[config.mk]
export PLATFORM = sky130hd
export DESIGN_NAME = fifo_sync_prog
export DESIGN_NICKNAME = d
export VERILOG_FILES = /design/src/rtl/fifo_sync_prog.sv
export SDC_FILE = /design/constraint.sdc
export NUM_CORES = 1
export LEC_CHECK = 0
export BUFFER_PORTS_ARGS = -buffer_cell sky130_fd_sc_hd__buf_2
export CORE_ASPECT_RATIO = 0.7
export CORE_MARGIN = 3
export CORE_UTILIZATION = 25
export DETAILED_ROUTE_END_ITERATION = 8
export GPL_ROUTABILITY_DRIVEN = 0
export PLACE_DENSITY = 0.5
export REMOVE_ABC_BUFFERS = 1
export SLEW_MARGIN = 20
export SYNTH_ARGS = -nofsm -noshare
export SYNTH_HDL_FRONTEND = slang
export SYNTH_SLANG_ARGS = --single-unit
[constraint.sdc]
create_clock -name clk -period 2.3 [get_ports clk]
set_input_delay 0.23 -clock clk [delete_from_list [all_inputs] [get_ports clk]]
set_output_delay 0.23 -clock clk [all_outputs]
set_load 0.01 [all_outputs]
[src/rtl/fifo_sync_prog.sv]
// Single-clock FIFO: any depth, standard/FWFT read, programmable flags, flush.
// Optional per-entry even parity with parity_err output when FIFO_PARITY_EN is defined.
module fifo_sync_prog #(
    parameter int FIFO_WIDTH = 8,
    parameter int FIFO_DEPTH = 16,
    parameter int FWFT       = 0,
    parameter int LVL_W      = $clog2(FIFO_DEPTH + 1)
) (
    input  logic                  clk,
    input  logic                  rst,
    input  logic                  flush,
    input  logic                  wr_en,
    input  logic [FIFO_WIDTH-1:0] data_in,
    input  logic                  rd_en,
    output logic [FIFO_WIDTH-1:0] data_out,
    output logic                  valid,
    output logic                  wr_ack,
    output logic                  overflow,
    output logic                  underflow,
    output logic                  full,
    output logic                  empty,
    output logic                  almostfull,
    output logic                  almostempty,
    input  logic [LVL_W-1:0]      prog_full_thresh,
    input  logic [LVL_W-1:0]      prog_empty_thresh,
    output logic                  prog_full,
    output logic                  prog_empty,
`ifdef FIFO_PARITY_EN
    output logic                  parity_err,
`endif
    output logic [LVL_W-1:0]      level
);

    localparam int PTR_W = $clog2(FIFO_DEPTH);
`ifdef FIFO_PARITY_EN
    localparam int MEM_W = FIFO_WIDTH + 1;
`else
    localparam int MEM_W = FIFO_WIDTH;
`endif

    logic [MEM_W-1:0]      mem_q [FIFO_DEPTH];
    logic [PTR_W-1:0]      wr_ptr_q, wr_ptr_d;
    logic [PTR_W-1:0]      rd_ptr_q, rd_ptr_d;
    logic [LVL_W-1:0]      level_q, level_d;
    logic                  wr_ack_q, wr_ack_d;
    logic                  overflow_q, overflow_d;
    logic                  underflow_q, underflow_d;
    logic                  valid_q, valid_d;
    logic [FIFO_WIDTH-1:0] dout_q, dout_d;
    logic                  wr_acc;
    logic                  rd_acc;
    logic [MEM_W-1:0]      wr_word;
    logic [MEM_W-1:0]      head_word;

    // Explicit wrap keeps non-power-of-2 depths correct.
    function automatic logic [PTR_W-1:0] ptr_inc(input logic [PTR_W-1:0] p);
        return (p == PTR_W'(FIFO_DEPTH - 1)) ? '0 : p + PTR_W'(1);
    endfunction

    assign empty       = (level_q == '0);
    assign full        = (level_q == LVL_W'(FIFO_DEPTH));
    assign almostfull  = (level_q == LVL_W'(FIFO_DEPTH - 1));
    assign almostempty = (level_q == LVL_W'(1));
    assign prog_full   = (level_q >= prog_full_thresh);
    assign prog_empty  = (level_q <= prog_empty_thresh);
    assign level       = level_q;
    assign wr_ack      = wr_ack_q;
    assign overflow    = overflow_q;
    assign underflow   = underflow_q;

    assign head_word = mem_q[rd_ptr_q];
`ifdef FIFO_PARITY_EN
    assign wr_word = {^data_in, data_in};
`else
    assign wr_word = data_in;
`endif

    always_comb begin
        rd_acc = rd_en && !empty && !flush && !rst;
        wr_acc = wr_en && !flush && !rst && (!full || rd_acc);
    end

    always_comb begin
        wr_ptr_d    = wr_ptr_q;
        rd_ptr_d    = rd_ptr_q;
        level_d     = level_q;
        wr_ack_d    = 1'b0;
        overflow_d  = 1'b0;
        underflow_d = 1'b0;
        valid_d     = 1'b0;
        dout_d      = dout_q;
        if (flush) begin
            wr_ptr_d = '0;
            rd_ptr_d = '0;
            level_d  = '0;
        end else begin
            wr_ack_d    = wr_acc;
            overflow_d  = wr_en && !wr_acc;
            underflow_d = rd_en && !rd_acc;
            if (wr_acc) begin
                wr_ptr_d = ptr_inc(wr_ptr_q);
            end
            if (rd_acc) begin
                rd_ptr_d = ptr_inc(rd_ptr_q);
                valid_d  = 1'b1;
                dout_d   = head_word[FIFO_WIDTH-1:0];
            end
            case ({wr_acc, rd_acc})
                2'b10:   level_d = level_q + LVL_W'(1);
                2'b01:   level_d = level_q - LVL_W'(1);
                default: level_d = level_q;
            endcase
        end
    end

    always_ff @(posedge clk) begin
        if (rst) begin
            wr_ptr_q    <= '0;
            rd_ptr_q    <= '0;
            level_q     <= '0;
            wr_ack_q    <= 1'b0;
            overflow_q  <= 1'b0;
            underflow_q <= 1'b0;
            valid_q     <= 1'b0;
            dout_q      <= '0;
        end else begin
            wr_ptr_q    <= wr_ptr_d;
            rd_ptr_q    <= rd_ptr_d;
            level_q     <= level_d;
            wr_ack_q    <= wr_ack_d;
            overflow_q  <= overflow_d;
            underflow_q <= underflow_d;
            valid_q     <= valid_d;
            dout_q      <= dout_d;
        end
    end

    // Storage is deliberately not reset.
    always_ff @(posedge clk) begin
        if (wr_acc) begin
            mem_q[wr_ptr_q] <= wr_word;
        end
    end

`ifdef FIFO_PARITY_EN
    logic head_perr;
    logic par_err_q, par_err_d;

    assign head_perr = (^head_word[FIFO_WIDTH-1:0]) != head_word[FIFO_WIDTH];

    always_comb begin
        par_err_d = 1'b0;
        if (!flush) begin
            par_err_d = rd_acc && head_perr;
        end
    end

    always_ff @(posedge clk) begin
        if (rst) begin
            par_err_q <= 1'b0;
        end else begin
            par_err_q <= par_err_d;
        end
    end
`endif

    generate
        if (FWFT != 0) begin : g_fwft
            assign valid    = !empty;
            assign data_out = empty ? '0 : head_word[FIFO_WIDTH-1:0];
`ifdef FIFO_PARITY_EN
            assign parity_err = !empty && head_perr;
`endif
        end else begin : g_std
            assign valid    = valid_q;
            assign data_out = dout_q;
`ifdef FIFO_PARITY_EN
            assign parity_err = par_err_q;
`endif
        end
    endgenerate

endmodule

# After elaboration in Yosys (flattened, before gate mapping)
# Memory sizes are Yosys's and may differ from the RTL's. A register that Yosys moved wholly into a read port is not among the register bits.
# Cells that the tools add are included.
dict set report op_classes {
  eq_ne 7
  muxes 6
  magnitude_cmp 2
  n_bitwise 1
  add_sub_neg 4
  n_reduce_logical 19
}
# cell n
set ops {}
lappend ops {{5-bit one-hot mux with 2 select lines} 1}
lappend ops {{4-bit by 1-bit adder with 4-bit output, second input constant} 2}
lappend ops {{4-bit equality test, second input constant} 2}
lappend ops {{1-bit logical AND} 8}
lappend ops {{4-bit 2-to-1 mux} 2}
lappend ops {{1-bit logical NOT} 6}
lappend ops {{5-bit by 1-bit adder with 5-bit output, second input constant} 1}
lappend ops {{5-bit by 1-bit equality test with 1-bit output, second input constant} 1}
lappend ops {{5-bit by 4-bit equality test with 1-bit output, second input constant} 1}
lappend ops {{5-bit equality test, second input constant} 1}
lappend ops {{5-bit greater-or-equal comparator} 1}
lappend ops {{5-bit <= comparator} 1}
lappend ops {{5-bit logical NOT} 1}
lappend ops {{5-bit by 1-bit subtractor with 5-bit output, second input constant} 1}
lappend ops {{1-bit 2-to-1 mux} 3}
lappend ops {{2-bit by 1-bit equality test with 1-bit output, second input constant} 1}
lappend ops {{2-bit equality test, second input constant} 1}
lappend ops {{2-bit AND reduction} 1}
lappend ops {{2-bit nonzero test} 1}
lappend ops {{2-bit OR reduction} 1}
lappend ops {{1-bit logical OR} 1}
lappend ops {{1-bit inverter} 1}
dict set report word_totals {
  memories 1
  inputBits 23
  mem_bits_rw 128
  regBits 17
}
# memory depth word_bits read_ports rd_clocked_by_memory_dff write_ports line
set mem_list {}
lappend mem_list {mem_q 16 8 1 1 1 41} ;# logic [MEM_W-1:0] mem_q [FIFO_DEPTH];

# Depth between registers and ports, before layout
dict set report depth {
  word_depth 9
  depth_mapped 8
  ltp_nobuf 8
}

# Least setup slack after synthesis
# Ideal clock, no wire load.
dict set report synth_path {
  path_type {reg-to-reg}
  from {reg level_q[0], in the netlist level[0]}
  to {mem mem_q[0][0] (netlist name), enable pin}
  path_buffers 1
  slack_ns -0.086
  t_required_ns 1.917
  t_arrival_ns 2.003
  path_stages_with_launch 8
  path_cell_list {dfxtp_1 -> inv_1 -> ha_1 -> nand4bb_1 -> o211a_1 -> buf_2 -> nand2_1 -> nor3_1}
}
dict set report synth_via {
  elab_chain_cells 9
}
# item line
set synth_rtl {}
lappend synth_rtl {{start, declared} 44} ;# logic [LVL_W-1:0] level_q, level_d;
lappend synth_rtl {{start signal, assigned} 129} ;# level_q <= level_d;
lappend synth_rtl {{5-bit logical NOT} 60} ;# assign empty = (level_q == '0);
lappend synth_rtl {{1-bit logical NOT} 79} ;# rd_acc = rd_en && !empty && !flush && !rst;
lappend synth_rtl {{1-bit logical AND (3 in series)} 79}
lappend synth_rtl {{1-bit logical OR (*)} 80} ;# wr_acc = wr_en && !flush && !rst && (!full || rd_acc);
lappend synth_rtl {{1-bit logical AND (*)} 80}
lappend synth_rtl {{1-bit 2-to-1 mux (*)} 140} ;# if (wr_acc) begin
lappend synth_rtl {{1-bit 2-to-1 mux (not written as such) (*)} 141} ;# mem_q[wr_ptr_q] <= wr_word;
lappend synth_rtl {{end, declared} 41}
# Mark *: on every way between the ends. The rest lies on a longest branch, timed or not.

# Worst setup path in the final report
dict set report layout_path {
  from {reg level_q[1], in the netlist level[1]}
  to {out prog_empty}
}
dict set report layout_via {
  elab_chain_cells 1
}
# item line
set layout_rtl {}
lappend layout_rtl {{5-bit <= comparator} 65} ;# assign prog_empty = (level_q <= prog_empty_thresh);
lappend layout_rtl {{end, declared} 27} ;# output logic prog_empty,
# Every way passes these cells.

==> flow_summary.ini <==
[critical_path]
slowest_delay_ns = 0.38
worstReg2RegStart = level[1]
critPathArrivalTime_ns = 1.97
cp.depth = 7
path_cells = ha_1 -> nor2b_1 -> o21a_1 -> o21a_1 -> o21a_1 -> o22ai_1 -> buf_2
r2r_end = mem_q[3][2]
path_buf_inv = 1
cp-end-kind = primary output
crit_path_top_delay_cell = dfxtp_4
r2r_cells = 7
path_class = reg -> out
r2r_slack_ns = 0.29
critPathMostFrequentCell = o21a_1
start_kind = flip-flop
cpLargestDelayFamily = compound AO/OA/AOI/OAI gates
worstPathMaxFanout = 9
required_ns = 2.07

[global_route]
grt_pass1_wl_um = 21600
antenna_found_initial = 0
grt_pass1_vias = 3586
gr-total-overflow = 0
grt_max_degree = 26
track_usage_pct = 10.6

[worst_hold_path]
min_to = level[2]
min_path_type = in -> reg
min_path_cells = 4
worstHoldStart = flush

[detailed_routing]
drc = 0
wirelength_um = 14100
via_per_inst = 4.46
num_vias = 3503
post_drt_wl_per_cell_um = 17.9
drtIter0Drc = 279
postRouteAntennaNets = 0
dr.pass1.iters = 4

[synthesis]
yosysWarnings = 0
synth_area_leader_cell = edfxtp_1
synth_seq_cells = 153
ys.flop_type = edfxtp_1
synth_common_cells = edfxtp_1, mux4_2, nand2_1, dfxtp_1, nor2_1
yosys.area.top_type_share_pct = 60.6
synth.area.top_cells = edfxtp_1, mux4_2, dfxtp_1, ha_1, mux2i_1
avgSynthCellArea_um2 = 17.0
netlist_area_um2 = 6340
synth_edf_count = 128
synthCells = 374
async_reset_ff_share_pct = 0
synth.most_common_cell = edfxtp_1
synth.distinct_cells = 50
ys_seq_area_share_pct = 68.5

[timing]
finalHoldViolations = 0
max_freq_ghz = 0.455
maxSlewHeadroom_pct = 64.5
slew_violations = 0
finalCritPeriodShare_pct = 95.6
worst_slew_pin_slew_ns = 0.529
finalSetupViolCount = 0
setup_ws_ns = 0.100
fin_crit_ns = 2.20
skew_ns = 0.00864
rsz0062_at_grt = no

[clock_network]
cts_hold_buf = 0
tritoncts = built
insertion_delay_ns = 0.42
clockBufferDepth = 2
cts-root-buf = clkbuf_16
clock_sinks = 153
cts_made_buffers = 17
cts.clk_slew.worst_paths_ns = 0.06
htreeDepth = 4

[status]
status = finished, final reports clean

[floorplan]
dieWidth_um = 196
ios = 46
placementRows = 48
core_um2 = 24800
initial_core_util_pct = 25.6
dieArea_um2 = 27400
die_y_um = 139

[cells_and_area]
final_layout_size_suffix_gt1_share_pct = 31.5
final.fill_count = 2427
syn2layout_area_growth_pct = 20.8
final_nets = 491
antenna_cells = 0

[power]
ir_worst_vdd_mv = 0.560
power_uw = 5760
total_leakage_power_uw = 0.00263
power_density_nw_per_um2 = 751

[flow_run]
cap_violations = 0

[placed_design]
dp_hpwl_um = 9480
io_buffer_count = 45
dp_slack_ns = 0.230
==> metal layers <==
metal  up-vias  GRT usage [%]  wire length [um]
met5         -              0                 0
met4         0           3.82               250
met3        18           2.59               631
met2        68           16.2              6630
met1      1786           14.9              6540
li1       1631              -                 -
==> timing repair <==
| action | in CTS | in global routing |
|---|---|---|
| endpoints found under the hold margin | 0 | 0 |
| setup endpoints to repair | 1 | 9 |
| buffers inserted | 0 | 0 |
| resized for setup | 1 | 2 |
==> layout by cell type, fill, tap and decap left out, drive strengths merged, types with 3 or more instances in the layout <==
cell type / count
mux2i: 12
edfxtp: 128
buf: 70
nand3: 4
nor2: 23
nand4: 3
mux4: 32
a22oi: 8
nand2: 26
a21oi: 7
or3: 3
nand2b: 3
ha: 20
inv: 22
clkinv: 6
o211ai: 9
o21a: 3
clkbuf: 19
nor3: 6
dfxtp: 25
==> area by class of cell <==
cell class | count | area (um^2) | area share [%]
sequential | 153 | 4350 | 56.7
tap | 325 | 407 | 5.30
inverter | 18 | 67.6 | 0.881
multi-input combinational | 188 | 1860 | 24.3
timing repair buffer | 70 | 425 | 5.55
clock inverter | 13 | 120 | 1.57
clock buffer | 19 | 433 | 5.65
==> where the power goes <==
group	internal [uW]	total (uW)	leakage, uW	switching, uW
Combinational	50.5	144	0.00101	94.0
Sequential	3010	3010	0.00135	4.54
Clock	1500	2600	0.000266	1100
==> flip-flops by register name, summed over array words and instances (netlist names) <==
name,count
data_out,8
mem_q,128
underflow,1
valid,1
rd_ptr_q,4
overflow,1
wr_ack,1
level,5
wr_ptr_q,4
==> through the flow <==
stage | setup TNS [ns] | util, % | cell area, um^2 | hold slack (ns) | std cells
5_1_grt | 0 | 30.9 | 7670 | 0.189 | 786
4_1_cts | 0 | 30.9 | 7660 | 0.162 | 786
3_3_place_gp | 0 | 28.7 | 7110 | 0.460 | 755
2_1_floorplan | -4.93 | - | 6270 | 0.309 | 359
6_report | 0 | 30.9 | 7670 | 0.185 | 786
3_5_place_dp | 0 | 28.7 | 7110 | 0.471 | 755
==> worst min-delay path, cell delays in order <==
cell     delay, ns
buf_2         0.11
nor2_4        0.08
nand2_1       0.07
mux2i_1       0.06
==> cell families (layout without fill, tap and decap cells) <==
kind of cell / after synthesis / in the layout / synth area share (%)
flip-flops: 153 / 153 / 68.5
AND/OR/NAND/NOR: 82 / 82 / 7.22
AO/OA/AOI/OAI: 38 / 38 / 4.24
XOR/XNOR: 3 / 3 / 0.414
buffers and inverters: 33 / 120 / 2.21
adder cells (fa/ha/maj): 20 / 20 / 3.94
multiplexers: 45 / 45 / 13.5
==> worst max path at each step <==
stage | from | to | slack [ns]
2_1_floorplan | rd_ptr_q[0] | data_out[0] | -0.28
3_3_place_gp | level[0] | data_out[2] | 0.29
3_5_place_dp | level[0] | data_out[2] | 0.23
4_1_cts | level[1] | prog_empty | 0.04
5_1_grt | level[1] | prog_empty | 0.01
6_report | level[1] | prog_empty | 0.10
Note: power is estimated with default switching activity, not from simulation.
